**config.mk**
```make
export PLATFORM = sky130hd
export DESIGN_NAME = instr_stream_encoder
export DESIGN_NICKNAME = d
export VERILOG_FILES = /design/src/rtl/instr_stream_encoder_pkg.sv /design/src/rtl/instr_stream_encoder_fifo.sv /design/src/rtl/instr_stream_encoder.sv
export SDC_FILE = /design/constraint.sdc
export NUM_CORES = 1
export LEC_CHECK = 0
export ABC_CLOCK_PERIOD_IN_PS = 3500
export CAP_MARGIN = 20
export CORE_ASPECT_RATIO = 0.9
export CORE_MARGIN = 4
export CORE_UTILIZATION = 54
export CTS_CLUSTER_DIAMETER = 150
export DETAILED_ROUTE_END_ITERATION = 12
export PLACE_DENSITY_LB_ADDON = 0.12
export REMOVE_ABC_BUFFERS = 1
export SYNTH_ARGS = -nofsm -noshare
export SYNTH_HDL_FRONTEND = slang
export SYNTH_HIERARCHICAL = 1
export SYNTH_SLANG_ARGS = --single-unit
```
**constraint.sdc**
```tcl
create_clock -name clk -period 3.5 [get_ports clk]
set_input_delay 0.35 -clock clk [delete_from_list [all_inputs] [get_ports clk]]
set_output_delay 0.35 -clock clk [all_outputs]
set_load 0.05 [all_outputs]
```
**src/rtl/instr_stream_encoder_pkg.sv**
```systemverilog
// Shared definitions for the instruction stream encoder: mnemonic codes,
// MIPS opcode/funct fields, FSM states and the word-packing function.
package instr_stream_encoder_pkg;

  typedef enum logic [5:0] {
    M_ADDU  = 6'd0,  M_SUBU  = 6'd1,  M_AND   = 6'd2,  M_OR    = 6'd3,
    M_XOR   = 6'd4,  M_NOR   = 6'd5,  M_SLT   = 6'd6,  M_SLTU  = 6'd7,
    M_SLL   = 6'd8,  M_SRL   = 6'd9,  M_SRA   = 6'd10, M_JR    = 6'd11,
    M_ADDIU = 6'd12, M_SLTI  = 6'd13, M_SLTIU = 6'd14, M_ANDI  = 6'd15,
    M_ORI   = 6'd16, M_XORI  = 6'd17, M_LUI   = 6'd18, M_LW    = 6'd19,
    M_SW    = 6'd20, M_LB    = 6'd21, M_LBU   = 6'd22, M_SB    = 6'd23,
    M_BEQ   = 6'd24, M_BNE   = 6'd25, M_BLEZ  = 6'd26, M_BGTZ  = 6'd27,
    M_BLTZ  = 6'd28, M_BGEZ  = 6'd29, M_J     = 6'd30, M_JAL   = 6'd31
  } mnem_e;

  localparam logic [5:0] OP_RTYPE  = 6'h00;
  localparam logic [5:0] OP_REGIMM = 6'h01;
  localparam logic [5:0] OP_J      = 6'h02;
  localparam logic [5:0] OP_JAL    = 6'h03;
  localparam logic [5:0] OP_BEQ    = 6'h04;
  localparam logic [5:0] OP_BNE    = 6'h05;
  localparam logic [5:0] OP_BLEZ   = 6'h06;
  localparam logic [5:0] OP_BGTZ   = 6'h07;
  localparam logic [5:0] OP_ADDIU  = 6'h09;
  localparam logic [5:0] OP_SLTI   = 6'h0a;
  localparam logic [5:0] OP_SLTIU  = 6'h0b;
  localparam logic [5:0] OP_ANDI   = 6'h0c;
  localparam logic [5:0] OP_ORI    = 6'h0d;
  localparam logic [5:0] OP_XORI   = 6'h0e;
  localparam logic [5:0] OP_LUI    = 6'h0f;
  localparam logic [5:0] OP_LB     = 6'h20;
  localparam logic [5:0] OP_LW     = 6'h23;
  localparam logic [5:0] OP_LBU    = 6'h24;
  localparam logic [5:0] OP_SB     = 6'h28;
  localparam logic [5:0] OP_SW     = 6'h2b;

  localparam logic [5:0] FN_SLL  = 6'h00;
  localparam logic [5:0] FN_SRL  = 6'h02;
  localparam logic [5:0] FN_SRA  = 6'h03;
  localparam logic [5:0] FN_JR   = 6'h08;
  localparam logic [5:0] FN_ADDU = 6'h21;
  localparam logic [5:0] FN_SUBU = 6'h23;
  localparam logic [5:0] FN_AND  = 6'h24;
  localparam logic [5:0] FN_OR   = 6'h25;
  localparam logic [5:0] FN_XOR  = 6'h26;
  localparam logic [5:0] FN_NOR  = 6'h27;
  localparam logic [5:0] FN_SLT  = 6'h2a;
  localparam logic [5:0] FN_SLTU = 6'h2b;

  localparam logic [4:0] RT_BLTZ = 5'd0;
  localparam logic [4:0] RT_BGEZ = 5'd1;

  typedef enum logic [1:0] {
    ST_IDLE  = 2'd0,
    ST_RUN   = 2'd1,
    ST_FLUSH = 2'd2,
    ST_DONE  = 2'd3
  } state_e;

  typedef struct packed {
    logic        valid;
    logic [31:0] word;
  } enc_t;

  function automatic logic [31:0] pack_r(input logic [4:0] rs, input logic [4:0] rt,
                                         input logic [4:0] rd, input logic [4:0] shamt,
                                         input logic [5:0] funct);
    return {OP_RTYPE, rs, rt, rd, shamt, funct};
  endfunction

  function automatic logic [31:0] pack_i(input logic [5:0] op, input logic [4:0] rs,
                                         input logic [4:0] rt, input logic [15:0] imm);
    return {op, rs, rt, imm};
  endfunction

  function automatic logic is_branch(input logic [5:0] m);
    logic b;
    case (m)
      M_BEQ, M_BNE, M_BLEZ, M_BGTZ, M_BLTZ, M_BGEZ: b = 1'b1;
      default:                                      b = 1'b0;
    endcase
    return b;
  endfunction

  // Unused fields of each format are forced to zero; unknown codes come back invalid.
  function automatic enc_t encode_instr(input logic [5:0] m, input logic [4:0] rs,
                                        input logic [4:0] rt, input logic [4:0] rd,
                                        input logic [4:0] shamt, input logic [15:0] imm,
                                        input logic [25:0] target);
    enc_t e;
    e.valid = 1'b1;
    e.word  = 32'h0000_0000;
    case (m)
      M_ADDU:  e.word = pack_r(rs, rt, rd, 5'd0, FN_ADDU);
      M_SUBU:  e.word = pack_r(rs, rt, rd, 5'd0, FN_SUBU);
      M_AND:   e.word = pack_r(rs, rt, rd, 5'd0, FN_AND);
      M_OR:    e.word = pack_r(rs, rt, rd, 5'd0, FN_OR);
      M_XOR:   e.word = pack_r(rs, rt, rd, 5'd0, FN_XOR);
      M_NOR:   e.word = pack_r(rs, rt, rd, 5'd0, FN_NOR);
      M_SLT:   e.word = pack_r(rs, rt, rd, 5'd0, FN_SLT);
      M_SLTU:  e.word = pack_r(rs, rt, rd, 5'd0, FN_SLTU);
      M_SLL:   e.word = pack_r(5'd0, rt, rd, shamt, FN_SLL);
      M_SRL:   e.word = pack_r(5'd0, rt, rd, shamt, FN_SRL);
      M_SRA:   e.word = pack_r(5'd0, rt, rd, shamt, FN_SRA);
      M_JR:    e.word = pack_r(rs, 5'd0, 5'd0, 5'd0, FN_JR);
      M_ADDIU: e.word = pack_i(OP_ADDIU, rs, rt, imm);
      M_SLTI:  e.word = pack_i(OP_SLTI, rs, rt, imm);
      M_SLTIU: e.word = pack_i(OP_SLTIU, rs, rt, imm);
      M_ANDI:  e.word = pack_i(OP_ANDI, rs, rt, imm);
      M_ORI:   e.word = pack_i(OP_ORI, rs, rt, imm);
      M_XORI:  e.word = pack_i(OP_XORI, rs, rt, imm);
      M_LUI:   e.word = pack_i(OP_LUI, 5'd0, rt, imm);
      M_LW:    e.word = pack_i(OP_LW, rs, rt, imm);
      M_SW:    e.word = pack_i(OP_SW, rs, rt, imm);
      M_LB:    e.word = pack_i(OP_LB, rs, rt, imm);
      M_LBU:   e.word = pack_i(OP_LBU, rs, rt, imm);
      M_SB:    e.word = pack_i(OP_SB, rs, rt, imm);
      M_BEQ:   e.word = pack_i(OP_BEQ, rs, rt, imm);
      M_BNE:   e.word = pack_i(OP_BNE, rs, rt, imm);
      M_BLEZ:  e.word = pack_i(OP_BLEZ, rs, 5'd0, imm);
      M_BGTZ:  e.word = pack_i(OP_BGTZ, rs, 5'd0, imm);
      M_BLTZ:  e.word = pack_i(OP_REGIMM, rs, RT_BLTZ, imm);
      M_BGEZ:  e.word = pack_i(OP_REGIMM, rs, RT_BGEZ, imm);
      M_J:     e.word = {OP_J, target};
      M_JAL:   e.word = {OP_JAL, target};
      default: begin
        e.valid = 1'b0;
        e.word  = 32'h0000_0000;
      end
    endcase
    return e;
  endfunction

endpackage

```
**src/rtl/instr_stream_encoder_fifo.sv**
```systemverilog
// instr_word_fifo: small synchronous FIFO holding {address, word} pairs
// between the encode stage and the instruction-memory write port.
module instr_word_fifo #(
  parameter int WIDTH = 44,
  parameter int DEPTH = 4
) (
  input  logic                     clk,
  input  logic                     rst_n,
  input  logic                     push,
  input  logic [WIDTH-1:0]         din,
  input  logic                     pop,
  output logic [WIDTH-1:0]         dout,
  output logic [$clog2(DEPTH):0]   count,
  output logic                     empty
);

  localparam int PW = $clog2(DEPTH);
  localparam logic [PW:0] FULL_CNT = (PW+1)'(DEPTH);

  logic [WIDTH-1:0] mem_r [DEPTH];
  logic [PW-1:0]    wr_ptr_r;
  logic [PW-1:0]    rd_ptr_r;
  logic [PW:0]      count_r;
  logic             push_ok_s;
  logic             pop_ok_s;

  // A push into a full FIFO is dropped even when a pop happens in the same cycle.
  assign push_ok_s = push && (count_r != FULL_CNT);
  assign pop_ok_s  = pop && (count_r != '0);
  assign empty     = (count_r == '0);
  assign count     = count_r;
  assign dout      = mem_r[rd_ptr_r];

  // Storage write; contents need no reset because count gates visibility.
  always_ff @(posedge clk) begin
    if (push_ok_s) begin
      mem_r[wr_ptr_r] <= din;
    end
  end

  // Pointer and occupancy bookkeeping.
  always_ff @(posedge clk or negedge rst_n) begin
    if (!rst_n) begin
      wr_ptr_r <= '0;
      rd_ptr_r <= '0;
      count_r  <= '0;
    end else begin
      if (push_ok_s) begin
        wr_ptr_r <= wr_ptr_r + PW'(1);
      end
      if (pop_ok_s) begin
        rd_ptr_r <= rd_ptr_r + PW'(1);
      end
      case ({push_ok_s, pop_ok_s})
        2'b10:   count_r <= count_r + (PW+1)'(1);
        2'b01:   count_r <= count_r - (PW+1)'(1);
        default: count_r <= count_r;
      endcase
    end
  end

endmodule

```
**src/rtl/instr_stream_encoder.sv**
```systemverilog
// instr_stream_encoder: packs symbolic instructions into MIPS words and writes
// them sequentially to IMEM. Optional macro ENCODER_PCREL_EN: branch Imm is absolute.
module instr_stream_encoder #(
  parameter int AWIDTH = 12,
  parameter int DEPTH  = 4
) (
  input  logic              clk,
  input  logic              rst_n,
  input  logic              start,
  input  logic [AWIDTH-1:0] base_addr,
  input  logic              in_valid,
  output logic              in_ready,
  input  logic              in_last,
  input  logic [5:0]        mnem,
  input  logic [4:0]        rs,
  input  logic [4:0]        rt,
  input  logic [4:0]        rd,
  input  logic [4:0]        shamt,
  input  logic [15:0]       imm,
  input  logic [25:0]       target,
  output logic              mem_we,
  input  logic              mem_ready,
  output logic [AWIDTH-1:0] mem_addr,
  output logic [31:0]       mem_data,
  output logic              busy,
  output logic              done,
  output logic              err,
  output logic [AWIDTH-1:0] word_count
);
  import instr_stream_encoder_pkg::*;

  localparam int CW = $clog2(DEPTH) + 1;
  localparam logic [CW-1:0] DEPTH_C = CW'(DEPTH);

  state_e              state_r;
  logic [AWIDTH-1:0]   addr_r;
  logic                err_r;
  logic [AWIDTH-1:0]   wcount_r;

  logic [15:0]         imm_eff_s;
  enc_t                enc_s;
  logic                accept_s;
  logic                push_s;
  logic                pop_s;
  logic [CW-1:0]       fifo_count_s;
  logic                empty_s;
  logic [AWIDTH+31:0]  head_s;

  // Encode stage: branch offsets are optionally rebased against the slot address.
  always_comb begin
`ifdef ENCODER_PCREL_EN
    if (is_branch(mnem)) begin
      imm_eff_s = imm - 16'(addr_r) - 16'd1;
    end else begin
      imm_eff_s = imm;
    end
`else
    imm_eff_s = imm;
`endif
  end

  assign enc_s    = encode_instr(mnem, rs, rt, rd, shamt, imm_eff_s, target);
  assign in_ready = (state_r == ST_RUN) && (fifo_count_s < DEPTH_C);
  assign accept_s = in_valid && in_ready;
  assign push_s   = accept_s && enc_s.valid;
  assign pop_s    = !empty_s && mem_ready;

  instr_word_fifo #(
    .WIDTH (AWIDTH + 32),
    .DEPTH (DEPTH)
  ) u_fifo (
    .clk   (clk),
    .rst_n (rst_n),
    .push  (push_s),
    .din   ({addr_r, enc_s.word}),
    .pop   (pop_s),
    .dout  (head_s),
    .count (fifo_count_s),
    .empty (empty_s)
  );

  assign mem_we     = !empty_s;
  assign mem_addr   = empty_s ? '0 : head_s[AWIDTH+31:32];
  assign mem_data   = empty_s ? 32'h0000_0000 : head_s[31:0];
  assign busy       = (state_r != ST_IDLE);
  assign done       = (state_r == ST_DONE);
  assign err        = err_r;
  assign word_count = wcount_r;

  // Run-control FSM with the write-address counter and sticky error flag.
  always_ff @(posedge clk or negedge rst_n) begin
    if (!rst_n) begin
      state_r <= ST_IDLE;
      addr_r  <= '0;
      err_r   <= 1'b0;
    end else begin
      case (state_r)
        ST_IDLE: begin
          if (start) begin
            state_r <= ST_RUN;
            addr_r  <= base_addr;
            err_r   <= 1'b0;
          end else begin
            state_r <= ST_IDLE;
          end
        end
        ST_RUN: begin
          if (accept_s) begin
            // Invalid mnemonics are swallowed without taking an address slot.
            if (enc_s.valid) begin
              addr_r <= addr_r + AWIDTH'(1);
            end else begin
              err_r <= 1'b1;
            end
            if (in_last) begin
              state_r <= ST_FLUSH;
            end
          end
        end
        ST_FLUSH: begin
          if (empty_s) begin
            state_r <= ST_DONE;
          end
        end
        ST_DONE: begin
          state_r <= ST_IDLE;
        end
        default: begin
          state_r <= ST_IDLE;
        end
      endcase
    end
  end

  // Words retired to IMEM since the last Start.
  always_ff @(posedge clk or negedge rst_n) begin
    if (!rst_n) begin
      wcount_r <= '0;
    end else if ((state_r == ST_IDLE) && start) begin
      wcount_r <= '0;
    end else if (pop_s) begin
      wcount_r <= wcount_r + AWIDTH'(1);
    end
  end

endmodule
```
==> results of run 1 <==
[per-stage QoR]
step / cell area, sq um / instances
2_1_floorplan: 9310 / 582
3_3_place_gp: 11300 / 985
3_5_place_dp: 11300 / 985
4_1_cts: 12000 / 1025
5_1_grt: 12000 / 1027
6_report: 12000 / 1027
[metal layers]
layer / track usage / wire length, microns
met5: 0 / 0
met4: 0.0416 / 297
met3: 0.0338 / 1080
met2: 0.359 / 10600
met1: 0.287 / 8650
[where the power goes]
part	total [mW]	switching, mW	internal, mW
Sequential	3.38	0.379	3.01
Combinational	4.24	2.51	1.74
Clock	2.14	0.892	1.25
[path summary, 6_finish.rpt]
check,from,endpoint,slack (ns),cells after the start
worst min register to register,u_fifo/count[0],u_fifo/count[0],0.54,1
worst min-delay path,rst_n,addr_r[1],0.1,1
min in group clk,base_addr[4],addr_r[4],0.44,3
worst max-delay path,u_fifo/rd_ptr_r[0],mem_data[23],0.19,4
max in group asynchronous,rst_n,word_count[0],2.76,3
worst max register to register,u_fifo/count[2],u_fifo/count[2],0.91,11
[area by class of cell]
type,count,share of cell area
repair buffers,170,0.144
well taps,235,0.0245
clock buffers,33,0.0493
multi-input cells,349,0.258
flip-flops and latches,210,0.511
inverters,23,0.00719
clock inverters,7,0.00594
[cells in the mapped netlist, drive strengths merged (2+ instances only)]
master     n  area share
o31ai      2      0.0016
nand4b     2      0.0018
and3       7      0.0046
mux2i      8      0.0084
nor3       8      0.0042
nand2     20      0.0079
nand3      8      0.0042
xor2       8      0.0074
a2bb2oi    2      0.0018
a221oi     4      0.0037
mux2       3      0.0035
dfrtp     34       0.089
o2111ai    3      0.0034
a221o      2      0.0021
o21bai     2      0.0016
mux4      44        0.11
a21oi     24       0.014
a22oi      9      0.0071
xnor2      4      0.0037
nor2      28       0.011
o211ai     2      0.0016
nor4       2      0.0020
clkbuf    16      0.0063
nand4      7      0.0046
nor2b     51       0.034
a41o       2      0.0021
inv       23      0.0091
o21ai     17      0.0089
nand2b     6      0.0039
edfxtp   176        0.55
a222oi     6      0.0063
o221ai     3      0.0028
or3        5      0.0033
a31oi      3      0.0035
and2       7      0.0046
a21o       3      0.0024
a22o      11       0.010
nand3b     2      0.0016
ha        11       0.014
buf       20       0.017
[logic make-up after synthesis]
| family | Yosys count |
|---|---|
| other cells | 1 |
| simple gates | 160 |
| flops | 210 |
| compound gates | 106 |
| xor+xnor | 12 |
| buf+inv | 59 |
| mux | 55 |
| fa+ha+maj | 12 |
[state kept, by name, summed over array words and instances, names as in the netlist]
name and flops:
addr_r 12, u_fifo/wr_ptr_r 2, u_fifo/count 3, u_fifo/rd_ptr_r 2, word_count 12, u_fifo/mem_r 176, err 1, state_r 2
[critical path, stage by stage, from the launching register on]
cell and delay, ns:
dfrtp_4 0.79, buf_4 0.27, mux4_2 0.52, nor2b_1 0.14, clkdlybuf4s50_1 0.72
==> flow_summary.yaml, run 1 <==
placement:
  hpwl_microns: 14100
  gp_congestion: 0.858
  io_buffer_count: 146
  post-place-ws_ns: 0.590
sta:
  slew_headroom: 0.555
  layout_min_cycle_time_ns: 3.31
  holdWs_ns: 0.0975
  hold_viol: 0
  clock_skew_ns: 0.0123
  fin_crit_sh: 0.945
  final-setup-viol-count: 0
  slew_viol_final: 0
  fin_tns_setup_ns: 0
  worst_pin_slew_ns: 0.667
  setup_slack_ns: 0.193
  rsz0062_at_grt: "false"
  timing.fmax_mhz: 302
routing:
  ant_nets: 0
  wl_microns: 20600
  drc: 0
  first_pass_iters: 5
  vias_per_cell: 5.81
  wl_per_cell_microns: 20.1
  drtIter0Drc: 373
  via_count: 5966
logic_synthesis:
  yosys.area_share.simple: 0.0937
  synth-compound-area-share: 0.0830
  synth_top_family_by_area: "multiplexers"
  synthXorXnorAreaFrac: 0.0110
  synth_fa_ha_area_frac: 0.0166
  netlist_area_sq_um: 9520
  synthCells: 615
  synth_ff_type: "edfxtp_1"
  ys_types: 68
  synth_edf_count: 176
  async_reset_ff_frac: 0.162
  seq_area_frac_synth: 0.644
  yosysWarnings: 6
  syn_avg_cell_area_sq_um: 15.5
  muxShareOfSynthArea: 0.118
  ys_ff_latch: 210
critical_path:
  critPathLaunchType: "flip-flop"
  crit_fanout: 29
  cp.required_ns: 3.15
  end_kind: "primary output"
  cp_data_arrival_time_ns: 2.96
  setup.worst_path.class: "reg -> out"
grt:
  grt_pass1_vias: 6146
  track_usage: 0.209
  overflow: 0
  grt_pass1_wl_microns: 32800
  grt_max_degree: 40
  antenna_found_initial: 0
final_layout:
  drive_above_1_share: 0.131
  finish.utilization: 0.701
  final_cell_mix: "edfxtp_1 (176), clkdlybuf4s50_1 (146), nor2b_1 (51)"
  area_delta_synth_final_pct: 26.1
  diodes: 0
  seq_area_sq_um: 6140
  multi_input_area_sq_um: 3100
  mostFrequentLayoutCell: "edfxtp_1"
  fillers: 1177
  fin_nets: 874
clock_tree:
  cts_resized: 0
  cts_buffers: 22
  clk-insertion-delay-late_ns: 0.50
  clk_pin_slew_ns: 0.06
  cts_hold_buf: 0
  clockBufferDepth: 3
  clockRootBuffer: "clkbuf_16"
  cts_setup_buffers: 0
  clkSinkCount: 210
  cts_tree: "done"
  cts-htree-levels: 1
floorplan:
  io_pins: 147
  die_w_microns: 148
  start_util: 0.556
  num_rows: 45
  dieHeight_microns: 134
  coreArea_sq_um: 17100
  die_area_sq_um: 19800
run_status:
  status: "finished clean"
pwr:
  p_leak_nw: 4.27
  finalPower_mw: 9.77
  p_per_area_nw_per_um2: 813
  ir_drop_v: 0.000596
job:
  cap_violations: 0
hold_path:
  hold_class: "in -> async"
No activity file was read; power rests on OpenSTA's default activity.
==> inputs of run 2 (changes only) <==
- CORE_UTILIZATION: 54 -> 35
==> run 2 against run 1 <==
Largest cell class unchanged. First-iteration DRC count is 21% lower. Largest power group unchanged. Design area is 1.8% higher. Critical path depth stayed put. Sequential power hardly changed. Clock skew is 0.0037 ns lower. Utilization is 25 points lower. Critical path type unchanged. Non-clock buffer count is 3 lower.
==> flow_summary.yaml, run 2 (same netlist as run 1, synthesis figures left out) <==
pwr:
  ir_drop_v: 0.000395
  p_per_area_nw_per_um2: 819
  finalPower_mw: 10.0
  p_leak_nw: 4.30
floorplan:
  num_rows: 57
  start_util: 0.354
  io_pins: 147
  coreArea_sq_um: 26900
  die_w_microns: 182
  dieHeight_microns: 164
  die_area_sq_um: 29900
grt:
  track_usage: 0.145
  grt_max_degree: 37
  grt_pass1_wl_microns: 34500
  overflow: 0
  antenna_found_initial: 0
  grt_pass1_vias: 6195
final_layout:
  drive_above_1_share: 0.134
  diodes: 0
  stdcell_count: 1145
  final_cell_mix: "edfxtp_1 (176), clkdlybuf4s50_1 (146), nor2b_1 (51)"
  stdcell_area_sq_um: 12200
  largest_reg_flops: 176
  mostFrequentLayoutCell: "edfxtp_1"
  top_register: "u_fifo/mem_r"
  fin_nets: 873
  area_delta_synth_final_pct: 28.3
critical_path:
  end_kind: "primary output"
  crit_fanout: 23
  crit_buf_inv: 2
  critPathLaunchType: "flip-flop"
  ff2ff_setup_slack_ns: 0.96
  slowest_delay_ns: 0.72
  path_cells: "buf_4 -> mux4_2 -> nor2b_1 -> clkdlybuf4s50_1"
  cp.required_ns: 3.15
  r2r-start: "u_fifo/count[2]"
  crit_start: "u_fifo/rd_ptr_r[0]"
  cp_data_arrival_time_ns: 2.93
  cp.depth: 4
  r2r-end: "u_fifo/mem_r[3][33]"
  slowest_stage: "dfrtp_4"
  worst-r2r-cell-count: 6
  setup.worst_path.class: "reg -> out"
  crit_family: "buffers and inverters"
  crit_path_end: "mem_data[18]"
routing:
  wl_microns: 22100
  vias_per_cell: 5.17
  via_count: 5916
  wl_per_cell_microns: 19.3
  ant_nets: 0
  first_pass_iters: 5
  drc: 0
  drtIter0Drc: 294
clock_tree:
  cts_setup_buffers: 0
  clkSinkCount: 210
  cts_buffers: 24
  clk_pin_slew_ns: 0.06
  cts-htree-levels: 1
  cts_hold_buf: 0
  clk-insertion-delay-late_ns: 0.50
  clockRootBuffer: "clkbuf_16"
  cts_tree: "done"
  cts_resized: 0
  clockBufferDepth: 3
sta:
  setup_slack_ns: 0.220
  layout_min_cycle_time_ns: 3.28
  slew_viol_final: 0
  final-setup-viol-count: 0
  hold_viol: 0
  rsz0062_at_grt: "false"
  worst_pin_slew_ns: 0.706
  fin_crit_sh: 0.937
  clock_skew_ns: 0.00869
  timing.fmax_mhz: 305
  holdWs_ns: 0.0590
  slew_headroom: 0.525
placement:
  post-place-ws_ns: 0.640
  io_buffer_count: 146
  place_area_sq_um: 11400
  hpwl_microns: 14600
  gp_congestion: 0.772
  dp_cells: 1102
job:
  cap_violations: 0
run_status:
  status: "finished clean"
hold_path:
  hold_class: "in -> async"
-- run 2: how the worst min path moves through the flow --
stage,endpoint,cells after the start,start
after detailed placement,u_fifo/count[0],1,u_fifo/count[0]
after global placement,u_fifo/count[0],1,u_fifo/count[0]
after global routing,addr_r[1],1,rst_n
after floorplan,addr_r[0],0,rst_n
final,addr_r[1],1,rst_n
after CTS,addr_r[6],1,rst_n
-- run 2: per-stage QoR --
stage | TNS (ns) | util
finish | 0 | 0.455
global route | 0 | 0.455
CTS | 0 | 0.454
detailed placement | 0 | 0.426
global placement | 0 | 0.426
floorplan | -37.25 | -
-- run 2: cell type report --
type	count	area, sq um
fill	2371	14700
multi-input combinational	349	3100
clock inverter	12	109
inverter	23	86.3
sequential	210	6140
timing repair buffer	167	1700
clock buffer	30	644
tap	354	443
-- run 2: report_power, final --
part	internal (mW)	switching [mW]	total, mW
logic	1.72	2.54	4.26
clock network	1.44	0.929	2.37
registers	3.01	0.375	3.38
-- run 2: worst reg2reg max path, delay by kind of cell, from the launching register on --
kind | cells | cell delay [ns]
buf+inv | 2 | 0.38
simple gates | 3 | 1.08
flops | 1 | 0.49
compound gates | 1 | 0.24
-- run 2: layer usage --
metal / part of all wire / wire length [microns] / vias to the layer above / track usage
met5: 0 / 0 / - / 0
met1: 0.45 / 9940 / 2984 / 0.202
met2: 0.48 / 10600 / 169 / 0.238
li1: - / - / 2734 / -
met3: 0.056 / 1250 / 29 / 0.0297
met4: 0.014 / 312 / 0 / 0.0259
